$ cat src/rtl/alu_pkg.sv
// Shared ALU definitions used by the ALU, the decoder and the writeback stage.
//   - ALUOp encodings (OP_ADD .. OP_OR)
//   - wb_state_t : writeback FSM states
//   - two_write()  : op writes Lower then Upper on consecutive cycles
//   - sets_flags() : op updates the zero/negative status flags
//   - is_valid_op(): op produces at least one register write
package alu_pkg;

    localparam logic [3:0] OP_ADD  = 4'b0000;
    localparam logic [3:0] OP_SUB  = 4'b0001;
    localparam logic [3:0] OP_MUL  = 4'b0100;
    localparam logic [3:0] OP_DIV  = 4'b0101;
    localparam logic [3:0] OP_MOV  = 4'b0111;
    localparam logic [3:0] OP_SWAP = 4'b1000;
    localparam logic [3:0] OP_AND  = 4'b1001;
    localparam logic [3:0] OP_OR   = 4'b1011;

    typedef enum logic [1:0] {
        IDLE  = 2'd0,
        WR_LO = 2'd1,
        WR_HI = 2'd2
    } wb_state_t;

    function automatic logic two_write(input logic [3:0] op);
        return (op == OP_DIV) || (op == OP_SWAP);
    endfunction

    function automatic logic sets_flags(input logic [3:0] op);
        return (op == OP_ADD) || (op == OP_SUB) || (op == OP_MUL) || (op == OP_DIV);
    endfunction

    function automatic logic is_valid_op(input logic [3:0] op);
        return sets_flags(op) || two_write(op) ||
               (op == OP_MOV) || (op == OP_AND) || (op == OP_OR);
    endfunction

endpackage

$ cat src/rtl/alu_writeback.sv
// Writeback stage downstream of the ALU.
// Captures one ALU result per accepted transfer and writes it into the
// register file through a single write port. div and swap write Lower first,
// then Upper on the following cycle. Holds the zero/negative status flags.
//
// Ports
//   clk       : clock, rising edge
//   rst       : asynchronous active-low reset
//   in_valid  : ALU result valid
//   in_ready  : stage can accept this cycle
//   in_op     : ALUOp of the result
//   in_lower  : ALU Lower result
//   in_upper  : ALU Upper result
//   in_rd     : destination of Lower
//   in_rs     : destination of Upper for swap
//   wr_en     : register-file write strobe (registered)
//   wr_addr   : register-file write address (registered)
//   wr_data   : register-file write data (registered)
//   flag_z    : last arithmetic Lower was zero
//   flag_n    : last arithmetic Lower was negative
//   busy      : FSM not idle
module alu_writeback
    import alu_pkg::*;
#(
    parameter int DATA_W  = 16,
    parameter int ADDR_W  = 4,
    parameter int REM_REG = 15
) (
    input  logic              clk,
    input  logic              rst,
    input  logic              in_valid,
    output logic              in_ready,
    input  logic [3:0]        in_op,
    input  logic [DATA_W-1:0] in_lower,
    input  logic [DATA_W-1:0] in_upper,
    input  logic [ADDR_W-1:0] in_rd,
    input  logic [ADDR_W-1:0] in_rs,
    output logic              wr_en,
    output logic [ADDR_W-1:0] wr_addr,
    output logic [DATA_W-1:0] wr_data,
    output logic              flag_z,
    output logic              flag_n,
    output logic              busy
);

    localparam logic [ADDR_W-1:0] REM_ADDR = ADDR_W'(REM_REG);

    wb_state_t         state_q;
    logic [3:0]        op_q;
    logic [DATA_W-1:0] upper_q;
    logic [ADDR_W-1:0] hi_addr_q;   // Upper destination, resolved at capture
    logic              wr_en_q;
    logic [ADDR_W-1:0] wr_addr_q;
    logic [DATA_W-1:0] wr_data_q;
    logic              flag_z_q;
    logic              flag_n_q;

    logic accept;

    // Ready depends only on registered state, so there is no combinational
    // path from in_valid back to in_ready.
    assign in_ready = (state_q == IDLE) ||
                      (state_q == WR_HI) ||
                      ((state_q == WR_LO) && !two_write(op_q));
    assign accept   = in_valid && in_ready;

    // NOTE: all state below is written with non-blocking assignments so every
    // register samples the pre-edge values of its neighbours.
    always_ff @(posedge clk or negedge rst) begin
        if (!rst) begin
            state_q   <= IDLE;
            op_q      <= '0;
            upper_q   <= '0;
            hi_addr_q <= '0;
            wr_en_q   <= 1'b0;
            wr_addr_q <= '0;
            wr_data_q <= '0;
            flag_z_q  <= 1'b0;
            flag_n_q  <= 1'b0;
        end else if (accept) begin
            op_q      <= in_op;
            upper_q   <= in_upper;
            hi_addr_q <= (in_op == OP_DIV) ? REM_ADDR : in_rs;
            if (is_valid_op(in_op)) begin
                state_q   <= WR_LO;
                wr_en_q   <= 1'b1;
                wr_addr_q <= in_rd;
                wr_data_q <= in_lower;
                if (sets_flags(in_op)) begin
                    flag_z_q <= (in_lower == '0);
                    flag_n_q <= in_lower[DATA_W-1];
                end
            end else begin
                // Unknown op: swallowed without a write or flag update.
                state_q <= IDLE;
                wr_en_q <= 1'b0;
            end
        end else if ((state_q == WR_LO) && two_write(op_q)) begin
            // Second write of div/swap. On an address collision this write
            // lands after the Lower write, so Upper wins.
            state_q   <= WR_HI;
            wr_en_q   <= 1'b1;
            wr_addr_q <= hi_addr_q;
            wr_data_q <= upper_q;
        end else begin
            state_q <= IDLE;
            wr_en_q <= 1'b0;
        end
    end

    assign wr_en   = wr_en_q;
    assign wr_addr = wr_addr_q;
    assign wr_data = wr_data_q;
    assign flag_z  = flag_z_q;
    assign flag_n  = flag_n_q;
    assign busy    = (state_q != IDLE);

endmodule

$ cat config.mk
export PLATFORM = sky130hd
export DESIGN_NAME = alu_writeback
export DESIGN_NICKNAME = d
export VERILOG_FILES = /design/src/rtl/alu_pkg.sv /design/src/rtl/alu_writeback.sv
export SDC_FILE = /design/constraint.sdc
export NUM_CORES = 1
export LEC_CHECK = 0
export ABC_AREA = 1
export CORE_AREA = 2 2 61 92
export CTS_CLUSTER_DIAMETER = 60
export CTS_CLUSTER_SIZE = 10
export DETAILED_ROUTE_END_ITERATION = 6
export DIE_AREA = 0 0 63 94
export GPL_TIMING_DRIVEN = 0
export PLACE_DENSITY_LB_ADDON = 0.1
export SLEW_MARGIN = 15
export SYNTH_ARGS = -nofsm -noshare
export SYNTH_HDL_FRONTEND = slang
export SYNTH_SLANG_ARGS = --single-unit
$ cat constraint.sdc
create_clock -name clk -period 2.8 [get_ports clk]
set_clock_uncertainty 0.05 [all_clocks]
set_input_delay 0.42 -clock clk [delete_from_list [all_inputs] [get_ports clk]]
set_output_delay 0.42 -clock clk [all_outputs]
set_load 0.05 [all_outputs]
==> flow_summary.ini, run 1 <==
[critical_path]
crit_path_end_kind = output pin
critPathMaxStageDelay_ns = 0.82
path_buf_inv = 3
worstPathArrival_ns = 2.13
crit_fanout = 10
startpoint_type = flip-flop
crit_type = flip-flop to output pin
cpLargestDelayFamily = buffers and inverters
crit_required_ns = 2.33
path_cells = inv_1 > nor2_1 > nand2_1 > nand3_2 > nand2_4 > buf_4 > clkdlybuf4s50_1
r2r_slack_ns = 1.23
crit_slowest_cell = clkdlybuf4s50_1

[drt]
antenna_left = 0
via_per_inst = 4.950
wl_per_cell_microns = 13.72
vias = 2094
postRouteWirelength_mm = 5.805
drtPass1Iterations = 5
drc = 0
dr.first_iter.drc_count = 85

[timing]
fmax_mhz = 384.4
post-route-period-util_pct = 92.91
slew_violations = 0
setup_violations = 0
rsz0062_at_grt = no
hold_viol = 0
worst_pin_slew_ns = 0.6611
slew_headroom_pct = 55.92
whs_ns = 0.09227
period_minus_slack_ns = 2.601
final.setup.tns_ns = 0

[cts]
path_clk_slew_ns = 0.09
clock_sink_count = 49
cts_tree = done
htreeDepth = 2
clockRootBuffer = clkbuf_8
worstSkewPairLatency_ns = 0.30
cts_setup_buffers = 0
cts_resized = 0
postCtsHoldBufs = 0
clockBufferDepth = 2
cts_inserted_buffers = 5

[grt]
grt_pass1_vias = 2001
grt_first_pass_wirelength_mm = 9.528
grt_remaining_overflow = 0
antenna_found_initial = 0
track_usage_pct = 20.79
grt_max_degree = 28

[final_layout]
fillers = 491
seqCellArea_sq_um = 1226
multi_input_area_sq_um = 903.4
syn2layout_area_growth_pct = 41.18
drive_gt1_share_pct = 10.42
fin_nets = 401
diodes = 0

[floorplanning]
core-area_sq_um = 5085
die_h_microns = 94
placementRows = 32
ios = 72
start_util_pct = 44.64
die_w_microns = 63
die_area_sq_um = 5922

[synth]
synth_cell_types = 21
synth_fa_ha_area_share_pct = 0
seq_area_frac_synth_pct = 54.02
avgSynthCellArea_sq_um = 8.253
synth-simple-area-share_pct = 37.05
syn_nets = 322
synth_compound_area_share_pct = 2.756
syn_inst = 275
synthMuxAreaShare_pct = 0
synth-seq-cells = 49
synth_top_family_by_area = simple AND/OR/NAND/NOR gates
ys_warn_count = 0
netlist_area_sq_um = 2270
synth_xor_area_share_pct = 0

[power_and_ir_drop]
seqPwrFrac_pct = 40.9
leakage_uw = 0.001632
swShare_pct = 35.66
power.density_nw_per_um2 = 675.7
power_switching_uw = 772.1
p_int_uw = 1393
total_power_uw = 2165
comb_power_share_pct = 34.9
ir_drop_uv = 452.5
pwr-share-clk_pct = 24.2

[place]
portBuffers = 71
hpwl_mm = 4.341
place.gp.congestion = 0.7985

[worst_hold_path]
hold_path_class = input pin to asynchronous set/reset pin

[run_status]
outcome = finished, final reports clean

[run]
max_cap_viol_count = 0
cell type report:
cell class	count	area share (%)
clock buffer	7	2.694
multi-input combinational	201	28.19
buffer	14	3.085
sequential	49	38.27
timing repair buffer	72	22.88
inverter	11	1.289
tap	68	2.655
clock inverter	1	0.9371
final timing paths:
path | from | end | cells after the start
setup / recovery | op_q[3]$_DFFE_PN0P_ | in_ready | 7
hold / removal | rst | wr_en$_DFF_PN0_ | 1
setup reg to reg | op_q[2]$_DFFE_PN0P_ | wr_data[7]$_DFFE_PN0P_ | 8
hold reg to reg | upper_q[3]$_DFFE_PN0P_ | upper_q[3]$_DFFE_PN0P_ | 2
max in group asynchronous | rst | wr_data[1]$_DFFE_PN0P_ | 2
min in group clk | upper_q[3]$_DFFE_PN0P_ | upper_q[3]$_DFFE_PN0P_ | 2
through the flow:
stage          util (%)  worst slack [ns]  area (sq um)  std cells
6_report          63.02            0.1986          3204        423
5_1_grt           63.02            0.1105          3204        423
4_1_cts           63.02            0.1884          3204        423
3_5_place_dp      60.73            0.5314          3088        415
3_3_place_gp      60.29           -0.1978          3065        414
2_1_floorplan         -             1.366          2270        275
cells in the final DEF, fill, tap and decap left out, drive strengths merged:
| cell | count |
|---|---|
| nor4 | 4 |
| nor3 | 1 |
| dfrtp | 49 |
| nand2 | 130 |
| or2 | 1 |
| nand3 | 43 |
| buf | 12 |
| clkbuf | 11 |
| a21boi | 1 |
| nor2 | 10 |
| o21ai | 11 |
| bufinv | 1 |
| clkdlybuf4s50 | 70 |
| inv | 11 |
cells in the mapped netlist, drive strengths merged:
cell type  number  area, sq um
nor2           10        40.04
a21boi          1        7.510
dfrtp          49         1226
nor4            4        25.02
buf            10        83.82
o21ai          11        55.05
clkbuf          4        15.01
nand2         130        539.3
nor3            1        5.000
inv            11        41.29
nand3          43        225.2
or2             1        6.260
kinds of logic after synthesis:
logic type,Yosys count
compound gates,12
buf+inv,25
flops,49
simple gates,189
power groups by stage:
stage | clock network [uW] | registers [uW] | logic (uW)
after floorplan | 0 | 1150 | 208
after global placement | 0 | 895 | 749
after detailed placement | 0 | 896 | 760
after CTS | 531 | 885 | 762
after global routing | 555 | 898 | 810
final | 524 | 885 | 755
routing by layer:
layer	vias to the layer above	GRT usage (%)	wire, microns
met5	-	0	0
met4	0	7.407	97
met3	9	3.237	279
met2	64	38.30	3132
met1	992	24.16	2296
li1	1029	-	-
sequential cells by signal, summed over array words and instances, names as in the netlist:
name and count:
flag_n 1, flag_z 1, hi_addr_q 4, op_q 4, state_q 2, upper_q 16
wr_addr 4, wr_data 16, wr_en 1
(Power assumes the default switching activity.)
==> inputs of run 2 (changes only) <==
- clock period: 2.8 -> 2.95 ns (I/O delays scaled with it)
==> results of run 2 <==
Same layout as run 1 (identical final DEF). Status: finished, final reports clean.
Main changes from that run: setup slack after placement 0.5314 ns -> 0.6589 ns; setup slack after layout 0.1986 ns -> 0.3261 ns; hold slack 0.09227 ns -> 0.1148 ns; register-to-register setup slack 1.23 ns -> 1.38 ns; total power 2165 uW -> 2055 uW; worst IR drop on VDD 452.5 uV -> 429.5 uV
